File: src/rtl/spi_slave_stream_pkg.sv
// Shared types and constants for the oversampled SPI slave.
package spi_pkg;

  typedef enum logic {IDLE, ACTIVE} spi_state_t;

  typedef struct packed {
    logic cpol;
    logic cpha;
  } spi_mode_t;

  // Wide enough for any practical word width; sliced to DATA_WDT at use.
  localparam logic [63:0] SPI_UNDERRUN_WORD = '0;

endpackage

File: src/rtl/spi_slave_stream_if.sv
// Fabric-side TX push and RX stream handshakes of the SPI slave.
interface spi_slave_stream_if #(
  parameter int unsigned DATA_WDT = 8
);
  logic [DATA_WDT-1:0] txData;
  logic                txValid;
  logic                txReady;
  logic [DATA_WDT-1:0] rxData;
  logic                rxValid;
  logic                rxReady;

  modport master (output txData, txValid, rxReady, input txReady, rxData, rxValid);
  modport slave  (input txData, txValid, rxReady, output txReady, rxData, rxValid);
endinterface

File: src/rtl/spi_slave_stream_sync.sv
// Multi-flop synchroniser for one asynchronous pin, with edge detection.
module spi_in_sync #(
  parameter int unsigned DEPTH   = 2,
  parameter logic        RST_VAL = 1'b0
) (
  input  logic clk,
  input  logic rst_n,
  input  logic d,
  output logic q,
  output logic rise,
  output logic fall
);
  logic [DEPTH-1:0] chain;
  logic             prev;

  always_ff @(posedge clk or negedge rst_n) begin
    if (!rst_n) begin
      chain <= {DEPTH{RST_VAL}};
      prev  <= RST_VAL;
    end else begin
      chain <= {chain[DEPTH-2:0], d};
      prev  <= chain[DEPTH-1];
    end
  end

  assign q    = chain[DEPTH-1];
  assign rise = q & ~prev;
  assign fall = ~q & prev;
endmodule

File: src/rtl/spi_slave_stream.sv
// Oversampled SPI slave: runtime CPOL/CPHA, TX FIFO, RX valid/ready stream.
module spi_slave_stream
  import spi_pkg::*;
#(
  parameter int unsigned DATA_WDT   = 8,
  parameter int unsigned TX_DEPTH   = 4,
  parameter int unsigned SYNC_DEPTH = 2
) (
  input  logic                          clk,
  input  logic                          reset,
  input  logic                          ssel,
  input  logic                          sclk,
  input  logic                          mosi,
  output logic                          miso,
  input  logic                          cpol,
  input  logic                          cpha,
  spi_slave_stream_if.slave             bus,
  output logic [$clog2(TX_DEPTH+1)-1:0] txLevel,
  output logic                          spiBusy,
  output logic                          spiStart,
  output logic                          spiEnd,
  output logic                          txUnderrun,
  output logic                          rxOverrun
);
  localparam int unsigned AW = $clog2(TX_DEPTH);
  localparam int unsigned CW = $clog2(TX_DEPTH + 1);
  localparam int unsigned BW = $clog2(DATA_WDT);

  logic ssel_unused_q, ssel_rise, ssel_fall;
  logic sclk_unused_q, sclk_rise, sclk_fall;
  logic mosi_q, mosi_unused_rise, mosi_unused_fall;

  spi_in_sync #(.DEPTH(SYNC_DEPTH), .RST_VAL(1'b1)) u_ssel (
    .clk(clk), .rst_n(reset), .d(ssel), .q(ssel_unused_q), .rise(ssel_rise), .fall(ssel_fall));
  spi_in_sync #(.DEPTH(SYNC_DEPTH), .RST_VAL(1'b0)) u_sclk (
    .clk(clk), .rst_n(reset), .d(sclk), .q(sclk_unused_q), .rise(sclk_rise), .fall(sclk_fall));
  spi_in_sync #(.DEPTH(SYNC_DEPTH), .RST_VAL(1'b0)) u_mosi (
    .clk(clk), .rst_n(reset), .d(mosi), .q(mosi_q), .rise(mosi_unused_rise), .fall(mosi_unused_fall));

  spi_state_t          state, state_nxt;
  spi_mode_t           mode;
  logic [BW-1:0]       bitcnt;
  logic [DATA_WDT-1:0] rx_sr, tx_sr, rx_data;
  logic                rx_valid, rx_done;
  logic                start, stop, sample, load, shift;
  logic                lead_e, trail_e, sample_e, shift_e, word_last;

  logic [DATA_WDT-1:0] mem [TX_DEPTH];
  logic [AW-1:0]       wr_ptr, rd_ptr;
  logic [CW-1:0]       count;
  logic                push, pop, empty;

  assign lead_e    = mode.cpol ? sclk_fall : sclk_rise;
  assign trail_e   = mode.cpol ? sclk_rise : sclk_fall;
  assign sample_e  = mode.cpha ? trail_e : lead_e;
  assign shift_e   = mode.cpha ? lead_e : trail_e;
  assign word_last = (bitcnt == BW'(DATA_WDT - 1));

  always_ff @(posedge clk or negedge reset) begin
    if (!reset) state <= IDLE;
    else        state <= state_nxt;
  end

  // Shift edges at bit 0 either load the next word (CPHA=1) or are swallowed (CPHA=0).
  always_comb begin
    state_nxt = state;
    start     = 1'b0;
    stop      = 1'b0;
    sample    = 1'b0;
    load      = 1'b0;
    shift     = 1'b0;
    case (state)
      IDLE: if (ssel_fall) begin
        state_nxt = ACTIVE;
        start     = 1'b1;
        load      = !cpha;
      end
      ACTIVE: if (ssel_rise) begin
        state_nxt = IDLE;
        stop      = 1'b1;
      end else begin
        sample = sample_e;
        if (sample_e && !mode.cpha && word_last) load = 1'b1;
        if (shift_e) begin
          if (bitcnt == '0) load  = mode.cpha;
          else              shift = 1'b1;
        end
      end
      default: state_nxt = IDLE;
    endcase
  end

  assign empty       = (count == '0);
  assign bus.txReady = (count != CW'(TX_DEPTH));
  assign push        = bus.txValid && bus.txReady;
  assign pop         = load && !empty;
  assign txLevel     = count;
  assign spiBusy     = (state == ACTIVE);
  assign bus.rxData  = rx_data;
  assign bus.rxValid = rx_valid;

  always_ff @(posedge clk) begin
    if (push) mem[wr_ptr] <= bus.txData;
  end

  always_ff @(posedge clk or negedge reset) begin
    if (!reset) begin
      wr_ptr <= '0;
      rd_ptr <= '0;
      count  <= '0;
    end else begin
      if (push) wr_ptr <= wr_ptr + AW'(1);
      if (pop)  rd_ptr <= rd_ptr + AW'(1);
      case ({push, pop})
        2'b10:   count <= count + CW'(1);
        2'b01:   count <= count - CW'(1);
        default: count <= count;
      endcase
    end
  end

  always_ff @(posedge clk or negedge reset) begin
    if (!reset) begin
      mode       <= '0;
      bitcnt     <= '0;
      rx_sr      <= '0;
      tx_sr      <= '0;
      rx_done    <= 1'b0;
      rx_data    <= '0;
      rx_valid   <= 1'b0;
      miso       <= 1'b0;
      spiStart   <= 1'b0;
      spiEnd     <= 1'b0;
      txUnderrun <= 1'b0;
      rxOverrun  <= 1'b0;
    end else begin
      spiStart   <= start;
      spiEnd     <= stop;
      txUnderrun <= load && empty;
      rxOverrun  <= rx_done && rx_valid;
      rx_done    <= sample && word_last;
      miso       <= (state == ACTIVE) ? tx_sr[DATA_WDT-1] : 1'b0;

      if (start) begin
        mode   <= spi_mode_t'{cpol: cpol, cpha: cpha};
        bitcnt <= '0;
      end
      if (stop) begin
        bitcnt <= '0;
        rx_sr  <= '0;
        tx_sr  <= '0;
      end
      if (sample) begin
        rx_sr  <= {rx_sr[DATA_WDT-2:0], mosi_q};
        bitcnt <= word_last ? '0 : bitcnt + BW'(1);
      end
      if (load)       tx_sr <= empty ? SPI_UNDERRUN_WORD[DATA_WDT-1:0] : mem[rd_ptr];
      else if (shift) tx_sr <= {tx_sr[DATA_WDT-2:0], 1'b0};

      // A completed word only lands when the holding slot is free.
      if (rx_done && !rx_valid) begin
        rx_data  <= rx_sr;
        rx_valid <= 1'b1;
      end else if (rx_valid && bus.rxReady) begin
        rx_valid <= 1'b0;
      end
    end
  end
endmodule

File: src/flat_wrapper.sv
// flat-port wrapper written by rule: the top's interface ports become plain ports
module spi_slave_stream_flat import spi_pkg::*;
#(
  parameter int unsigned DATA_WDT   = 8,
  parameter int unsigned TX_DEPTH   = 4,
  parameter int unsigned SYNC_DEPTH = 2
)
  (clk, reset, ssel, sclk, mosi, miso, cpol, cpha, txLevel, spiBusy, spiStart, spiEnd, txUnderrun, rxOverrun, bus_txData, bus_txValid, bus_rxReady, bus_txReady, bus_rxData, bus_rxValid);
  spi_slave_stream_if #(.DATA_WDT(DATA_WDT)) bus_i ();
  input  logic clk;
  input  logic reset;
  input  logic ssel;
  input  logic sclk;
  input  logic mosi;
  output logic miso;
  input  logic cpol;
  input  logic cpha;
  output logic [$clog2(TX_DEPTH+1)-1:0] txLevel;
  output logic spiBusy;
  output logic spiStart;
  output logic spiEnd;
  output logic txUnderrun;
  output logic rxOverrun;
  input wire logic [$bits(bus_i.txData)-1:0] bus_txData;
  input wire logic [$bits(bus_i.txValid)-1:0] bus_txValid;
  input wire logic [$bits(bus_i.rxReady)-1:0] bus_rxReady;
  output wire logic [$bits(bus_i.txReady)-1:0] bus_txReady;
  output wire logic [$bits(bus_i.rxData)-1:0] bus_rxData;
  output wire logic [$bits(bus_i.rxValid)-1:0] bus_rxValid;
  assign bus_i.txData = bus_txData;
  assign bus_i.txValid = bus_txValid;
  assign bus_i.rxReady = bus_rxReady;
  assign bus_txReady = bus_i.txReady;
  assign bus_rxData = bus_i.rxData;
  assign bus_rxValid = bus_i.rxValid;
  spi_slave_stream #(.DATA_WDT(DATA_WDT), .TX_DEPTH(TX_DEPTH), .SYNC_DEPTH(SYNC_DEPTH)) u_core (.clk(clk), .reset(reset), .ssel(ssel), .sclk(sclk), .mosi(mosi), .miso(miso), .cpol(cpol), .cpha(cpha), .bus(bus_i), .txLevel(txLevel), .spiBusy(spiBusy), .spiStart(spiStart), .spiEnd(spiEnd), .txUnderrun(txUnderrun), .rxOverrun(rxOverrun));
endmodule
File: config.mk
export PLATFORM = sky130hd
export DESIGN_NAME = spi_slave_stream_flat
export DESIGN_NICKNAME = d
export VERILOG_FILES = /design/src/rtl/spi_slave_stream_pkg.sv /design/src/rtl/spi_slave_stream_if.sv /design/src/rtl/spi_slave_stream_sync.sv /design/src/rtl/spi_slave_stream.sv /design/src/flat_wrapper.sv
export SDC_FILE = /design/constraint.sdc
export NUM_CORES = 1
export LEC_CHECK = 0
export ABC_CLOCK_PERIOD_IN_PS = 7100
export BUFFER_PORTS_ARGS = -buffer_cell sky130_fd_sc_hd__buf_2
export CAP_MARGIN = 10
export CORE_MARGIN = 4
export CORE_UTILIZATION = 55
export DETAILED_ROUTE_END_ITERATION = 7
export PLACE_DENSITY = 0.82
export SLEW_MARGIN = 20
export SYNTH_ARGS = -nofsm -noshare
export SYNTH_HDL_FRONTEND = slang
export SYNTH_SLANG_ARGS = --single-unit
File: constraint.sdc
create_clock -name clk -period 7.1 [get_ports clk]
set_input_delay 2.13 -clock clk [delete_from_list [all_inputs] [get_ports clk]]
set_output_delay 2.13 -clock clk [all_outputs]
set_load 0.1 [all_outputs]
==> Word level (Yosys, flattened, before mapping) <==
Memory sizes are Yosys's and may differ from the RTL's.
Index checks and enable logic that the tools add are counted.
{ "totals": {"regBits": 52, "ram_bits": 32, "input_bits": 17, "out_inout_bits": 19, "word_cells": 98, "n_memories": 1} }
{ "mem_list": {"columns": ["memory", "words", "word_bits", "rd", "rd_ports_with_merged_regs", "wr", "line", "source"], "rows": [
  ["u_core.mem", 4, 8, 1, 0, 1, "spi_slave_stream.sv:48", "logic [DATA_WDT-1:0] mem [TX_DEPTH];"]
]} }
{ "op_classes": {"add_sub_neg": 5, "n_eq_ne": 4, "muxes": 37, "n_bitwise": 9, "reduce_logical": 20} }
{ "ops": {"columns": ["cell", "n"], "rows": [
  ["$mux W8", 5],
  ["$mux W1", 25],
  ["$mux W3", 4],
  ["$logic_and A1 B1 Y1", 9],
  ["$add A3 B1 Y3 const B", 2],
  ["$logic_not A3 Y1", 2],
  ["$pmux W3 S2", 1],
  ["$reduce_bool A2 Y1", 3],
  ["$reduce_bool A3 Y1", 2],
  ["$not A1 Y1", 5],
  ["$add A2 B1 Y2 const B", 2],
  ["$and A1 B1 Y1", 4],
  ["$logic_not A1 Y1", 4],
  ["$pmux W1 S2", 2],
  ["$eq A3 B3 Y1 const B", 1],
  ["$ne A3 B3 Y1 const B", 1],
  ["$sub A3 B1 Y3 const B", 1],
  ["$eq A2 B1 Y1 const B", 1],
  ["$eq A2 B2 Y1 const B", 1]
]} }

==> Longest topological paths before layout <==
{ "logic_depth": {"ltp_word": 14, "depth_mapped": 12, "ltp_nobuf": 12} }

==> Cells and area by module <==
From an unflattened synthesis, not the netlist that was laid out.
{ "hier_totals": {"cells_unflattened": 263, "area_unflattened_um2": 3628.5} }
{ "by_module_without_submodules": {"columns": ["mod", "instances", "cells_each", "area_per_inst_um2", "seq_area_each_um2"], "rows": [
  ["spi_slave_stream", 1, 248, 3354.5, 2062.0],
  ["spi_in_sync at u_core.u_mosi ...", 2, 5, 90.1, 75.1],
  ["spi_in_sync at u_core.u_ssel", 1, 5, 93.8, 78.8]
]} }

==> Least setup slack after synthesis <==
No wires, ideal clock.
{ "synth_timing": {"kind": "register -> output", "from": "register u_core.count[0] (netlist: u_core.txLevel[0])", "to": "output port bus_txReady", "arrival_ps": 2011, "t_required_ps": 4970, "slack_ps": 2959, "path_stages_with_launch": 3, "path_buffers": 0, "cell_sequence": "dfrtp_1 -> inv_1 -> nand3_1"} }
{ "synth_between": {"elab_chain_len": 1} }
{ "synth_rtl": {"columns": ["element", "line", "source"], "rows": [
  ["from (decl)", "spi_slave_stream.sv:50", "logic [CW-1:0] count;"],
  ["from (signal assigned)", "spi_slave_stream.sv:115", "2'b10: count <= count + CW'(1);"],
  ["from (signal assigned)", "spi_slave_stream.sv:116", "2'b01: count <= count - CW'(1);"],
  ["from (signal assigned)", "spi_slave_stream.sv:117", "default: count <= count;"],
  ["$ne A3 B3 Y1", "spi_slave_stream.sv:94", "assign bus.txReady = (count != CW'(TX_DEPTH));"],
  ["to (decl)", "flat_wrapper.sv:27", "output wire logic [$bits(bus_i.txReady)-1:0] bus_txReady;"]
]} }
No other way between the ends.

==> Worst setup path after layout <==
Ends and elaborated chain as after synthesis.

==> flow_metrics.py <==
metrics = {
    "clock_network": {
        "path_clk_slew_ns": 0.08,
        "clkSinkCount": 84,
        "cts-root-buf": "clkbuf_8",
        "clock_latency_ns": 0.34,
        "cts_setup_buffers": 0,
        "cts_max_level": 3,
        "max-clock-path-buffers": 2,
        "cts_tree": "built",
        "holdBufCountCts": 0,
        "cts_resized": 0,
        "numCtsBuffers": 9,
    },
    "pwr": {
        "switchingPower_w": 0.000450,
        "combPwrFrac_pct": 26.3,
        "p_leak_nw": 1.77,
        "p_sw_share_pct": 33.5,
        "pwr_density_cell_nw_per_um2": 342,
        "p_int_w": 0.000896,
        "p_seq_share_pct": 48.9,
        "ir_drop_v": 0.000476,
        "clock_power_share_pct": 24.7,
    },
    "sta": {
        "fin_worst_skew_ns": 0.00701,
        "fin_setup_tns_ns": 0,
        "fmax_mhz": 275,
        "whs_ns": 0.350,
        "period_share_pct": 51.2,
        "period_needed_ns": 3.64,
        "hold_violations": 0,
        "tightest_slew_ns": 0.929,
        "setup_viol": 0,
        "finalMaxSlewViolations": 0,
        "rsz0062_at_grt": "no",
        "timing.slew.headroom_pct": 37.8,
    },
    "floorplan": {
        "row_count": 28,
        "initial_core_util_pct": 58.1,
        "core_um2": 6060,
        "io-pin-count": 36,
        "die-height_um": 88.0,
        "die_width_um": 88.0,
        "die_area_um2": 7750,
    },
    "worst_setup_path": {
        "rrSetupSlack_ns": 4.45,
        "worst-path-max-fanout": 6,
        "path_class": "flip-flop to output pin",
        "cp-start-kind": "flip-flop",
        "arrival_ns": 1.51,
        "critical_path_required_ns": 4.97,
        "end_kind": "output pin",
    },
    "yosys": {
        "netlist.area_leader.share_pct": 34.8,
        "synth_cell_type_count": 43,
        "synth-edff-count": 32,
        "yosys_warnings": 0,
        "async_flop_share_pct": 61.9,
        "syn_avg_cell_area_um2": 14.5,
        "synth_nets": 269,
        "synthCells": 243,
        "synth_flop_cell": "dfrtp_1",
        "synth_top_area_cell": "dfrtp_1",
        "ys_top_cells_by_area": "dfrtp_1 35%, edfxtp_1 27%, mux4_2 5.1%",
        "ys_ff_latch": 84,
        "yosysSeqAreaShare_pct": 64.3,
        "netlist_area_um2": 3520,
    },
    "drt": {
        "via_count": 1978,
        "highest_layer": "met4",
        "route.met3.wl_um": 307,
        "ant_nets": 0,
        "drt_wl_total_mm": 5.54,
        "dr.pass1.iters": 4,
        "routedWlPerCell_um": 15.2,
        "drt_iter0_markers": 80,
        "met2_wirelength_mm": 2.56,
        "drc": 0,
        "post_drt_via_cell_ratio": 5.43,
        "wl_met1_mm": 2.59,
    },
    "global_route": {
        "antenna_found_initial": 0,
        "grt_pass1_vias": 2044,
        "grt_pass1_wl_mm": 10.0,
        "grt_max_degree": 53,
        "grt_usage_pct": 17.4,
        "grt_overflow": 0,
    },
    "placement": {
        "portBuffers": 35,
        "dp_hpwl_mm": 3.95,
        "gp_congestion": 0.728,
    },
    "layout": {
        "syn_to_final_growth_pct": 11.8,
        "drive_gt1_share_pct": 27.3,
        "final_common_cell": "dfrtp_1",
        "final-seq-area_um2": 2270,
        "n_antenna_cell": 0,
        "nets": 310,
        "multi_input_comb_area_um2": 1150,
        "final_cell_mix": "49 x dfrtp_1, 35 x buf_2, 32 x edfxtp_1",
        "nFillCells": 442,
    },
    "run": {
        "cap_violations": 0,
    },
    "run_status": {
        "status": "completed",
    },
    "hold_path": {
        "hold_path.class": "flip-flop to flip-flop",
    },
}
-- metal layers --
metal / global-route usage, % / vias to the layer above
met1: 24.5 / 973
met3: 4.80 / 6
li1: - / 948
met4: 6.59 / 0
met2: 26.0 / 51
met5: 0 / -
-- final timing paths --
| check | startpoint | endpoint | cells after the start |
|---|---|---|---|
| max | u_core.txLevel[0] | bus_txReady | 3 |
| min | u_core.u_sclk.chain[0] | u_core.u_sclk.chain[1] | 0 |
| max reg2reg | u_core.u_ssel.prev | u_core.txLevel[2] | 9 |
| min reg2reg | u_core.u_sclk.chain[0] | u_core.u_sclk.chain[1] | 0 |
| max in group asynchronous | reset | u_core.rd_ptr[1] | 2 |
| min in group asynchronous | reset | u_core.bus.rxData[6] | 2 |
-- power by group through the flow --
stage / clock network, W / logic [W] / registers [W]
after floorplan: 0 / 0.000246 / 0.000709
after global placement: 0 / 0.000349 / 0.000664
after detailed placement: 0 / 0.000358 / 0.000669
after CTS: 0.000343 / 0.000360 / 0.000660
after global routing: 0.000367 / 0.000386 / 0.000672
final: 0.000333 / 0.000355 / 0.000659
-- stage by stage --
stage	instances	area [um^2]	utilization (%)	worst slack [ns]	total power, W
after floorplan	243	3520	-	2.96	0.000955
after global placement	348	3740	61.7	3.32	0.00101
after detailed placement	348	3740	61.7	3.25	0.00103
after CTS	364	3940	65.0	3.43	0.00136
after global routing	364	3940	65.0	3.37	0.00142
final	364	3940	65.0	3.46	0.00135
-- synth_stat cells, types with 2 or more instances --
cell type / count
a21oi_1: 2
a221o_1: 7
and2_1: 5
and3_1: 4
and3b_1: 2
buf_2: 2
buf_6: 3
dfrtp_1: 49
dfstp_2: 3
edfxtp_1: 32
ha_1: 8
inv_1: 12
mux2_1: 7
mux2_2: 8
mux2i_1: 2
mux4_2: 8
nand2_1: 28
nand2b_1: 2
nand3_1: 4
nor2_1: 6
nor2b_1: 9
nor3_1: 2
o21ai_0: 14
xnor2_1: 3
xor2_1: 3
-- layout make-up --
type / count / area share (%)
clock inverter: 4 / 1.24
clock buffer: 12 / 3.78
tap: 75 / 2.38
timing repair buffer: 36 / 4.64
sequential: 84 / 57.5
inverter: 13 / 1.24
multi-input combinational: 140 / 29.2
-- critical path: stages (launching register included) --
cell	delay, ns
dfrtp_1	0.43
inv_1	0.10
nand3_1	0.18
buf_2	0.46
-- state kept, by name, indices dropped and copies added (netlist names) --
signal,cells
u_core.mode,2
u_core.wr_ptr,2
u_core.u_ssel.prev,1
u_core.txLevel,3
u_core.bus.rxValid,1
u_core.mem,32
u_core.spiStart,1
u_core.u_sclk.chain,2
u_core.rxOverrun,1
u_core.spiBusy,1
u_core.u_mosi.chain,2
u_core.rx_done,1
u_core.spiEnd,1
u_core.bus.rxData,8
u_core.rx_sr,8
u_core.u_sclk.prev,1
u_core.txUnderrun,1
u_core.miso,1
u_core.bitcnt,3
u_core.tx_sr,8
u_core.rd_ptr,2
u_core.u_ssel.chain,2
-- cells by family after synthesis --
group	count (synthesis)	share of synthesized area, %
DFF	84	64.3
and+or+nand+nor	71	10.9
AOI/OAI and AO/OA	28	5.93
muxes	25	10.5
buffers and inverters	19	3.02
adders and majority gates	9	3.41
xor gates and xnor gates	7	1.95
Note: power is estimated with default switching activity, not from simulation.
